<file path="config.mk">
export PLATFORM = sky130hd
export DESIGN_NAME = bcd_stopwatch_ctrl_flat
export DESIGN_NICKNAME = d
export VERILOG_FILES = /design/src/rtl/bcd_pkg.sv /design/src/rtl/bcd_stopwatch_ctrl_if.sv /design/src/rtl/bcd_digit.sv /design/src/rtl/bcd_stopwatch_ctrl.sv /design/src/flat_wrapper.sv
export SDC_FILE = /design/constraint.sdc
export NUM_CORES = 1
export LEC_CHECK = 0
export CAP_MARGIN = 20
export CORE_ASPECT_RATIO = 0.8
export CORE_UTILIZATION = 38
export DETAILED_ROUTE_END_ITERATION = 6
export SLEW_MARGIN = 25
export SYNTH_ARGS = -nofsm -noshare
export SYNTH_HDL_FRONTEND = slang
export SYNTH_SLANG_ARGS = --single-unit
</file>
<file path="constraint.sdc">
create_clock -name clk -period 2.7 [get_ports clk]
set_clock_uncertainty 0.2 [all_clocks]
set_input_delay 0.54 -clock clk [delete_from_list [all_inputs] [get_ports clk]]
set_output_delay 0.54 -clock clk [all_outputs]
set_load 0.01 [all_outputs]
</file>
<file path="src/rtl/bcd_pkg.sv">
// Shared definitions for the BCD stopwatch: controller state encoding and digit limits.
package bcd_pkg;

  typedef enum logic [1:0] {
    StIdle,
    StRun,
    StPause,
    StOvf
  } sw_state_e;

  localparam logic [3:0] BCD_MAX  = 4'd9;
  localparam logic [3:0] BCD_ZERO = 4'd0;

endpackage

</file>
<file path="src/rtl/bcd_stopwatch_ctrl_if.sv">
// Control pulses in, packed BCD display and status out, between button logic and the stopwatch.
interface bcd_stopwatch_ctrl_if #(
  parameter int unsigned DIGITS = 4
);
  logic                  start_stop;
  logic                  clear;
  logic                  lap;
  logic [4*DIGITS-1:0]   disp;
  logic                  running;
  logic                  overflow;
  logic                  lap_active;

  modport master (
    output start_stop, clear, lap,
    input  disp, running, overflow, lap_active
  );

  modport slave (
    input  start_stop, clear, lap,
    output disp, running, overflow, lap_active
  );
endinterface

</file>
<file path="src/rtl/bcd_digit.sv">
// One BCD decade stage: increments on en with 9->0 wrap, synchronous clear has priority.
module bcd_digit
  import bcd_pkg::*;
(
  input  logic       clk,
  input  logic       reset,
  input  logic       en,
  input  logic       clr,
  output logic [3:0] q,
  output logic       at_max
);

  logic [3:0] cnt_q;

  always_ff @(posedge clk or negedge reset) begin
    if (!reset) begin
      cnt_q <= BCD_ZERO;
    end else if (clr) begin
      cnt_q <= BCD_ZERO;
    end else if (en) begin
      cnt_q <= (cnt_q == BCD_MAX) ? BCD_ZERO : cnt_q + 4'd1;
    end
  end

  assign q      = cnt_q;
  assign at_max = (cnt_q == BCD_MAX);

endmodule

</file>
<file path="src/rtl/bcd_stopwatch_ctrl.sv">
// Stopwatch controller: run/pause/clear FSM, tick prescaler and carry chain over DIGITS stages.
// Optional lap display freeze is built when BCD_SW_LAP_HOLD_EN is defined.
module bcd_stopwatch_ctrl
  import bcd_pkg::*;
#(
  parameter int unsigned DIGITS   = 4,
  parameter int unsigned TICK_DIV = 10
) (
  input  logic                 clk,
  input  logic                 reset,
  bcd_stopwatch_ctrl_if.slave  bus
);

  localparam int unsigned     PreW   = (TICK_DIV > 1) ? $clog2(TICK_DIV) : 1;
  localparam logic [PreW-1:0] PreMax = PreW'(TICK_DIV - 1);

  sw_state_e           state_q;
  logic [PreW-1:0]     pre_q;
  logic                running_q;
  logic                overflow_q;
  logic [DIGITS-1:0]   at_max;
  logic [DIGITS-1:0]   en;
  logic [4*DIGITS-1:0] live;
  logic                tick;
  logic                all_max;

  assign all_max = &at_max;
  // The edge that pauses or clears is already treated as not running.
  assign tick    = (state_q == StRun) && (pre_q == PreMax) && !bus.start_stop && !bus.clear;

  for (genvar i = 0; i < DIGITS; i++) begin : g_digit
    localparam logic [DIGITS-1:0] LowMask = DIGITS'((1 << i) - 1);

    // Enable when every lower digit is at 9; saturation withholds all enables.
    assign en[i] = tick & ~all_max & (&(at_max | ~LowMask));

    bcd_digit u_digit (
      .clk    (clk),
      .reset  (reset),
      .en     (en[i]),
      .clr    (bus.clear),
      .q      (live[4*i +: 4]),
      .at_max (at_max[i])
    );
  end

  always_ff @(posedge clk or negedge reset) begin
    if (!reset) begin
      state_q    <= StIdle;
      pre_q      <= '0;
      running_q  <= 1'b0;
      overflow_q <= 1'b0;
    end else if (bus.clear) begin
      state_q    <= StIdle;
      pre_q      <= '0;
      running_q  <= 1'b0;
      overflow_q <= 1'b0;
    end else begin
      unique case (state_q)
        StIdle: begin
          if (bus.start_stop) begin
            state_q   <= StRun;
            running_q <= 1'b1;
          end
        end
        StRun: begin
          if (bus.start_stop) begin
            state_q   <= StPause;
            running_q <= 1'b0;
          end else if (tick) begin
            pre_q <= '0;
            if (all_max) begin
              state_q    <= StOvf;
              running_q  <= 1'b0;
              overflow_q <= 1'b1;
            end
          end else begin
            pre_q <= pre_q + PreW'(1);
          end
        end
        StPause: begin
          if (bus.start_stop) begin
            state_q   <= StRun;
            running_q <= 1'b1;
          end
        end
        StOvf: begin
        end
        default: begin
          state_q    <= StIdle;
          running_q  <= 1'b0;
          overflow_q <= 1'b0;
        end
      endcase
    end
  end

  assign bus.running  = running_q;
  assign bus.overflow = overflow_q;

`ifdef BCD_SW_LAP_HOLD_EN
  logic                lap_q;
  logic [4*DIGITS-1:0] hold_q;

  always_ff @(posedge clk or negedge reset) begin
    if (!reset) begin
      lap_q  <= 1'b0;
      hold_q <= '0;
    end else if (bus.clear) begin
      lap_q <= 1'b0;
    end else if (bus.lap && (state_q == StRun || state_q == StPause)) begin
      lap_q <= !lap_q;
      if (!lap_q) begin
        hold_q <= live;
      end
    end
  end

  assign bus.lap_active = lap_q;
  assign bus.disp       = lap_q ? hold_q : live;
`else
  logic unused_lap;

  assign unused_lap     = bus.lap;
  assign bus.lap_active = 1'b0;
  assign bus.disp       = live;
`endif

endmodule
</file>
<file path="src/flat_wrapper.sv">
// flat-port wrapper written by rule: the top's interface ports become plain ports
module bcd_stopwatch_ctrl_flat import bcd_pkg::*;
#(
  parameter int unsigned DIGITS   = 4,
  parameter int unsigned TICK_DIV = 10
)
  (clk, reset, bus_start_stop, bus_clear, bus_lap, bus_disp, bus_running, bus_overflow, bus_lap_active);
  bcd_stopwatch_ctrl_if #(.DIGITS(DIGITS)) bus_i ();
  input  logic clk;
  input  logic reset;
  input wire logic [$bits(bus_i.start_stop)-1:0] bus_start_stop;
  input wire logic [$bits(bus_i.clear)-1:0] bus_clear;
  input wire logic [$bits(bus_i.lap)-1:0] bus_lap;
  output wire logic [$bits(bus_i.disp)-1:0] bus_disp;
  output wire logic [$bits(bus_i.running)-1:0] bus_running;
  output wire logic [$bits(bus_i.overflow)-1:0] bus_overflow;
  output wire logic [$bits(bus_i.lap_active)-1:0] bus_lap_active;
  assign bus_i.start_stop = bus_start_stop;
  assign bus_i.clear = bus_clear;
  assign bus_i.lap = bus_lap;
  assign bus_disp = bus_i.disp;
  assign bus_running = bus_i.running;
  assign bus_overflow = bus_i.overflow;
  assign bus_lap_active = bus_i.lap_active;
  bcd_stopwatch_ctrl #(.DIGITS(DIGITS), .TICK_DIV(TICK_DIV)) u_core (.clk(clk), .reset(reset), .bus(bus_i));
endmodule
</file>
==> flow_metrics.py, run 1 <==
metrics = {
    "run_status": {
        "run_status": "finished, violations left",
        "violated_checks": "design-rule violations",
    },
    "timing": {
        "slew_headroom_pct": 64.8,
        "finalCriticalPeriod_ns": 2.32,
        "timing.fmax_mhz": 430,
        "final_min_period_over_clock_period_pct": 86.1,
        "setup_total_negative_slack_ns": 0,
        "grt_setup_unrepaired": "false",
        "finalMaxSlewViolations": 0,
        "final_hold_viol_count": 0,
        "timing.final.setup_violations": 0,
        "worst-slew-pin-transition_ns": 0.526,
    },
    "hold_path": {
        "hold_path_depth": 2,
        "tightest_hold_check_type": "flip-flop to flip-flop",
        "worstHoldEndpoint": "u_core.bus.overflow",
        "worstHoldStart": "u_core.bus.overflow",
    },
    "clocking": {
        "tritoncts_buffer_count": 3,
        "clkLatencyLatePin_ns": 0.27,
        "cts.clk_slew.worst_paths_ns": 0.09,
        "clock_tree_root_driver_cell": "clkbuf_8",
        "cts_max_path_buffers": 2,
        "cts_resized": 0,
        "cts.sink_count": 24,
        "cts.repair_timing.setup_buffer_count": 0,
        "holdBufCountCts": 0,
        "tritoncts": "done",
        "htree_num_levels": 1,
    },
    "floorplan": {
        "core_area_sq_um": 3540,
        "die_area_sq_um": 4090,
        "ios": 24,
        "starting_density_of_the_core_pct": 41.2,
        "num_rows": 19,
        "die_w_um": 71.3,
        "chipHeight_um": 57.4,
    },
    "route": {
        "dr.pass1.iters": 6,
        "wire_per_inst_um": 14.1,
        "detail_route.wirelength_um": 3130,
        "drt_drc_violations_left": 1,
        "antenna_violating_nets_post_route": 0,
        "dr.first_iter.drc_count": 22,
        "viasPerCell": 5.57,
        "detailroute.via_count": 1231,
    },
    "worst_setup_path": {
        "worst_r2r_path_depth": 6,
        "worst-endpoint-required_ns": 2.68,
        "end_kind": "flip-flop",
        "worstSetupPathType": "flip-flop to flip-flop",
        "timing.critical_path.fanout_max": 14,
        "reg2reg_from": "u_core.pre_q[1]",
        "r2r_slack_ns": 0.38,
        "critical_path.reg2reg.endpoint": "u_core.g_digit[3].u_digit.q[3]",
        "type_of_origin_of_the_critical_path": "flip-flop",
        "arrival_ns": 2.31,
    },
    "power_and_ir_drop": {
        "peakVddDrop_uv": 286,
        "power_leakage_uw": 0.000768,
        "cell_area_power_density_nw_per_um2": 389,
    },
    "place": {
        "dp.final_hpwl_um": 2220,
        "place.gp.congestion": 0.785,
        "buffer_ports.inserted": 21,
        "placed_cells_incl_taps": 217,
    },
    "synth": {
        "yosys.area.top_type_share_pct": 41.2,
        "synth_seq_cells": 24,
        "synth.net_count": 170,
        "synth_sequential_area_ratio_pct": 41.2,
        "yosys_warnings": 0,
        "netlist-cell-type-count": 40,
        "synthAdderAreaFrac_pct": 6.86,
        "synth_area_per_cell_sq_um": 9.29,
        "synth.top_cells.by_area": "dfrtp_1 (41%), ha_1 (6.9%), a21oi_1 (4.8%)",
        "synth.largest_area_cell": "dfrtp_1",
        "async_flop_share_pct": 100,
        "synth-simple-area-share_pct": 28.3,
        "largest_family_of_logic_cells_by_synthesized_area": "simple AND/OR/NAND/NOR gates",
        "synthMuxAreaShare_pct": 1.37,
        "synthesis.instances": 157,
        "synth_ff_type": "dfrtp_1",
        "synth_compound_gate_area_share_pct": 16.0,
        "synth_xor_area_share_pct": 1.20,
        "count_of_flip_flops_with_a_built_in_enable_after_synthesis": 0,
        "synth_area_sq_um": 1460,
    },
    "final_layout": {
        "n_fill_cell": 339,
        "seqCellArea_sq_um": 601,
        "layoutNonFillerInstCount": 221,
        "nets": 193,
        "post_route_cells_drive_above_1_share_pct": 8.38,
        "multi_input_comb_area_sq_um": 787,
        "num_antenna_cells": 0,
        "syn_to_final_growth_pct": 21.8,
    },
    "grt": {
        "grt_usage_pct": 17.1,
        "antenna_found_initial": 0,
        "globalRoute.totalOverflow": 0,
        "grt_first_pass_wirelength_um": 5550,
        "largest_net_degree_at_the_start_of_global_routing": 25,
        "grt_pass1_vias": 1240,
    },
    "job": {
        "maxCapViolCount": 0,
    },
}
==> sequential cells by signal, summed over array words and instances (netlist names) <==
signal and cells:
u_core.bus.running 1, u_core.pre_q 4, u_core.state_q 2, u_core.g_digit.u_digit.q 16, u_core.bus.overflow 1
==> report_power, final <==
part	switching [uW]	internal (uW)
Sequential	11.0	368
Clock	115	130
Combinational	35.3	31.8
==> cell families (layout without fill, tap and decap cells) <==
group | count (synthesis) | after routing
AO/OA/AOI/OAI | 38 | 38
XOR/XNOR | 2 | 2
adder cells (fa/ha/maj) | 8 | 8
buffers and inverters | 16 | 38
flip-flops | 24 | 24
multiplexers | 2 | 2
other | 1 | 1
AND/OR/NAND/NOR | 66 | 66
==> per-layer routing <==
layer | share of wire (%) | routed length, um | track usage [%]
met5 | 0 | 0 | 0
met4 | 0.51 | 16 | 3.14
met1 | 51 | 1600 | 22.5
met3 | 2.6 | 82 | 4.24
met2 | 46 | 1430 | 29.1
==> synthesized netlist by cell type (all sizes together), types with 2 or more instances <==
cell type,instances
o21ai,10
inv,7
nor3,5
nand3b,3
ha,8
nand2,14
or4,2
mux2i,2
a311o,2
and2,2
or3,9
nor2,7
a31oi,2
and4,2
a21oi,14
buf,5
nand4,2
and3b,4
dfrtp,24
nor4,3
nand3,8
clkbuf,4
a21o,4
==> layout by cell type, fill, tap and decap left out, types with 4 or more instances in the layout <==
cell type / netlist / routed
a21o_1: 4 / 4
dfrtp_1: 24 / 24
inv_1: 7 / 7
ha_1: 8 / 8
buf_4: 2 / 6
and3b_1: 4 / 4
clkbuf_8: 0 / 4
nor3_1: 5 / 5
nand3_1: 7 / 7
or3_1: 9 / 9
clkdlybuf4s50_1: 0 / 21
nand2_1: 14 / 14
a21oi_1: 14 / 14
nor2_1: 7 / 7
o21ai_0: 10 / 10
==> stage by stage <==
stage	total power [uW]	setup WS (ns)	area [sq um]	utilization, %	hold slack, ns
finish	690	0.375	1780	50.2	0.335
CTS	699	0.382	1780	50.2	0.344
floorplan	417	0.687	1460	-	0.0444
global route	726	0.203	1780	50.2	0.369
detailed placement	454	0.110	1720	48.6	0.330
global placement	450	0.163	1720	48.6	0.310
==> critical path, stage by stage, from the launching register on <==
cell     delay (ns)
dfrtp_1        0.43
inv_1          0.07
ha_1           0.15
and3b_1        0.43
nand4_4        0.26
or4_1          0.55
a21oi_1        0.14
==> area by class of cell <==
| type | count | area share (%) |
|---|---|---|
| Inverter | 7 | 1.48 |
| Tap cell | 42 | 2.96 |
| Timing Repair Buffer | 27 | 14.4 |
| Multi-Input combinational cell | 117 | 44.3 |
| Clock buffer | 4 | 3.10 |
| Sequential cell | 24 | 33.8 |
==> worst max-delay path by stage <==
stage                                               from                        endpoint  slack (ns)  cells past startpoint
after global placement                    bus_start_stop  u_core.g_digit[0].u_digit.q[3]        0.16                      6
after detailed placement                  bus_start_stop  u_core.g_digit[0].u_digit.q[3]        0.11                      6
after floorplan           u_core.g_digit[2].u_digit.q[0]  u_core.g_digit[0].u_digit.q[3]        0.69                      6
final                                    u_core.pre_q[1]  u_core.g_digit[3].u_digit.q[3]        0.38                      6
after CTS                                u_core.pre_q[1]  u_core.g_digit[3].u_digit.q[2]        0.38                      6
after global routing                     u_core.pre_q[1]  u_core.g_digit[3].u_digit.q[2]        0.20                      6
Power figures use the tool's default switching activity.
==> run 2, diff against run 1 <==
SKIP_LAST_GASP = 1   (was unset)
==> results of run 2 <==
The final DEF is identical to that of run 1; final timing and power are the same.
==> run 3, diff against run 2 <==
ABC_AREA = 1   (was unset)
==> run 3 against run 2 <==
The run now ends clean. Worst hold slack lost 0.037 ns. Maximum frequency grew 14%. Global-route usage shrank 1.4 points. Power grew 26%. Clock power is essentially flat. Setup slack gained 0.29 ns.
==> flow_metrics.py, run 3 <==
metrics = {
    "run_status": {
        "run_status": "complete, no violations",
    },
    "grt": {
        "largest_net_degree_at_the_start_of_global_routing": 25,
        "grt_first_pass_wirelength_um": 5110,
        "grt_pass1_vias": 1134,
        "antenna_found_initial": 0,
        "globalRoute.totalOverflow": 0,
        "grt_usage_pct": 15.8,
    },
    "route": {
        "dr_wl_met3_um": 103,
        "detail_route.wirelength_um": 3010,
        "met1_length_um": 1570,
        "dr.first_iter.drc_count": 63,
        "antenna_violating_nets_post_route": 0,
        "detailroute.via_count": 1253,
        "route.met2.wl_um": 1310,
        "maxUsedRoutingLayer": "met4",
        "viasPerCell": 4.78,
        "drt_drc_violations_left": 0,
        "dr.pass1.iters": 4,
        "wire_per_inst_um": 11.5,
    },
    "worst_setup_path": {
        "worst-endpoint-required_ns": 1.96,
        "critPathMaxStageDelay_ns": 0.58,
        "critical_path.reg2reg.endpoint": "u_core.g_digit[3].u_digit.q[2]",
        "arrival_ns": 1.30,
        "cp_slowest_cell": "clkdlybuf4s50_1",
        "critical_path_buf_inv_count": 1,
        "critical_path.cell_chain": "clkdlybuf4s50_1",
        "type_of_origin_of_the_critical_path": "flip-flop",
        "worst_r2r_path_depth": 10,
        "worstSetupPathType": "flip-flop to output port",
        "timing.critical_path.fanout_max": 6,
        "critical_path.startpoint": "u_core.g_digit[3].u_digit.q[0]",
        "path_delay_family": "buffers and inverters",
        "r2r_slack_ns": 0.77,
        "end_kind": "output port",
        "worstSetupEndpoint": "bus_disp[12]",
        "reg2reg_from": "u_core.g_digit[2].u_digit.q[1]",
        "worst-path-stages": 1,
    },
    "power_and_ir_drop": {
        "share_clk_of_total_power_pct": 28.3,
        "cell_area_power_density_nw_per_um2": 474,
        "power.sequential.fraction_pct": 49.9,
        "power_leakage_uw": 0.000901,
        "power.internal_uw": 604,
        "power.combinational.fraction_pct": 21.8,
        "sw_frac_of_total_pct": 30.6,
        "net-switching-power_uw": 267,
        "peakVddDrop_uv": 269,
    },
    "synth": {
        "yosys_warnings": 0,
        "synth_seq_cells": 24,
        "synth.net_count": 196,
        "yosys.area.top_type_share_pct": 39.4,
        "synth_ff_type": "dfrtp_1",
        "netlist-cell-type-count": 28,
        "synth.largest_area_cell": "dfrtp_1",
        "synth_sequential_area_ratio_pct": 39.4,
        "post-synth-top-count-cell": "nand2_1",
        "ys_top_cells_by_count": "nand2_1 (34), nand3_1 (28), dfrtp_1 (24), nor2_1 (20), inv_1 (17)",
        "synth.top_cells.by_area": "dfrtp_1 (39%), nand3_1 (9.2%), nand2_1 (8.4%)",
        "count_of_flip_flops_with_a_built_in_enable_after_synthesis": 0,
        "synth_area_sq_um": 1530,
        "async_flop_share_pct": 100,
        "synth_area_per_cell_sq_um": 8.33,
        "synthesis.instances": 183,
    },
    "clocking": {
        "clock_tree_root_driver_cell": "clkbuf_8",
        "holdBufCountCts": 0,
        "cts.clk_slew.worst_paths_ns": 0.09,
        "cts_max_path_buffers": 2,
        "tritoncts": "done",
        "cts.sink_count": 24,
        "cts.repair_timing.setup_buffer_count": 0,
        "clkLatencyLatePin_ns": 0.27,
        "cts_resized": 0,
        "htree_num_levels": 1,
        "tritoncts_buffer_count": 3,
    },
    "place": {
        "buffer_ports.inserted": 21,
        "dp.final_hpwl_um": 2200,
        "place.gp.congestion": 0.814,
    },
    "final_layout": {
        "num_antenna_cells": 0,
        "post_route_cells_drive_above_1_share_pct": 10.6,
        "finish.utilization_pct": 48.0,
        "nets": 221,
        "layout_common_cells": "nand2_1 (34), nand3_1 (28), dfrtp_1 (24), clkdlybuf4s50_1 (21), nor2_1 (20)",
        "layout.cells.most_common": "nand2_1",
        "largest_reg_flops": 16,
        "syn_to_final_growth_pct": 20.4,
    },
    "floorplan": {
        "chipHeight_um": 58.7,
        "num_rows": 20,
        "starting_density_of_the_core_pct": 39.8,
        "core_area_sq_um": 3830,
        "ios": 24,
        "die_area_sq_um": 4270,
        "die_w_um": 72.8,
    },
    "job": {
        "maxCapViolCount": 0,
    },
    "hold_path": {
        "tightest_hold_check_type": "flip-flop to flip-flop",
        "worstHoldStart": "u_core.bus.running",
    },
    "timing": {
        "grt_setup_unrepaired": "false",
        "final_min_period_over_clock_period_pct": 75.5,
        "whs_ns": 0.298,
        "timing.final.setup_violations": 0,
        "setup_total_negative_slack_ns": 0,
        "final_hold_viol_count": 0,
        "finalCriticalPeriod_ns": 2.04,
        "timing.fmax_mhz": 491,
        "finalMaxSlewViolations": 0,
    },
}
## run 3: layout make-up
| class | count | area (sq um) |
|---|---|---|
| tap | 55 | 68.8 |
| clock buffer | 4 | 55.1 |
| timing repair buffer | 25 | 240 |
| inverter | 18 | 67.6 |
| multi-input combinational | 136 | 805 |
| fill | 374 | 1990 |
| sequential | 24 | 601 |
## run 3: worst min path at each step
stage,depth (start not counted),endpoint,slack [ns]
final,2,u_core.bus.running,0.30
after floorplan,0,u_core.bus.overflow,0.04
after global routing,2,u_core.bus.running,0.33
after detailed placement,2,u_core.bus.running,0.28
after CTS,2,u_core.bus.running,0.30
after global placement,2,u_core.bus.running,0.26
## run 3: power groups by stage
| stage | logic (uW) | registers [uW] | clock network, uW |
|---|---|---|---|
| after global placement | 186 | 436 | 0 |
| after global routing | 215 | 440 | 280 |
| final | 190 | 434 | 247 |
| after detailed placement | 190 | 440 | 0 |
| after CTS | 191 | 433 | 260 |
| after floorplan | 123 | 439 | 0 |
## run 3: per-layer routing
layer / up-vias / global-route usage (%)
li1: 649 / -
met1: 573 / 22.2
met2: 27 / 24.4
met3: 4 / 3.77
met4: 0 / 4.20
met5: - / 0
## run 3: worst min-delay path: stages, from the launching register on
cell and delay [ns]:
dfrtp_1 0.36, nand2_1 0.05, nand2_1 0.05
## run 3: kinds of logic (layout without fill, tap and decap cells)
| logic type | after synthesis | in the layout | share of synthesized area, % |
|---|---|---|---|
| compound gates | 14 | 14 | 5.58 |
| xor+xnor | 8 | 8 | 4.59 |
| fa+ha+maj | 8 | 8 | 6.56 |
| buf+inv | 23 | 47 | 7.87 |
| flops | 24 | 24 | 39.4 |
| mux | 1 | 1 | 0.656 |
| other cells | 1 | 1 | 0.246 |
| simple gates | 104 | 104 | 35.1 |
## run 3: per-stage QoR
stage	power, uW	area, sq um	setup slack (ns)	cells
5_1_grt	935	1840	0.596	262
4_1_cts	883	1840	0.649	262
2_1_floorplan	563	1530	0.967	183
6_report	871	1840	0.662	262
3_3_place_gp	623	1780	0.436	258
3_5_place_dp	630	1780	0.402	258
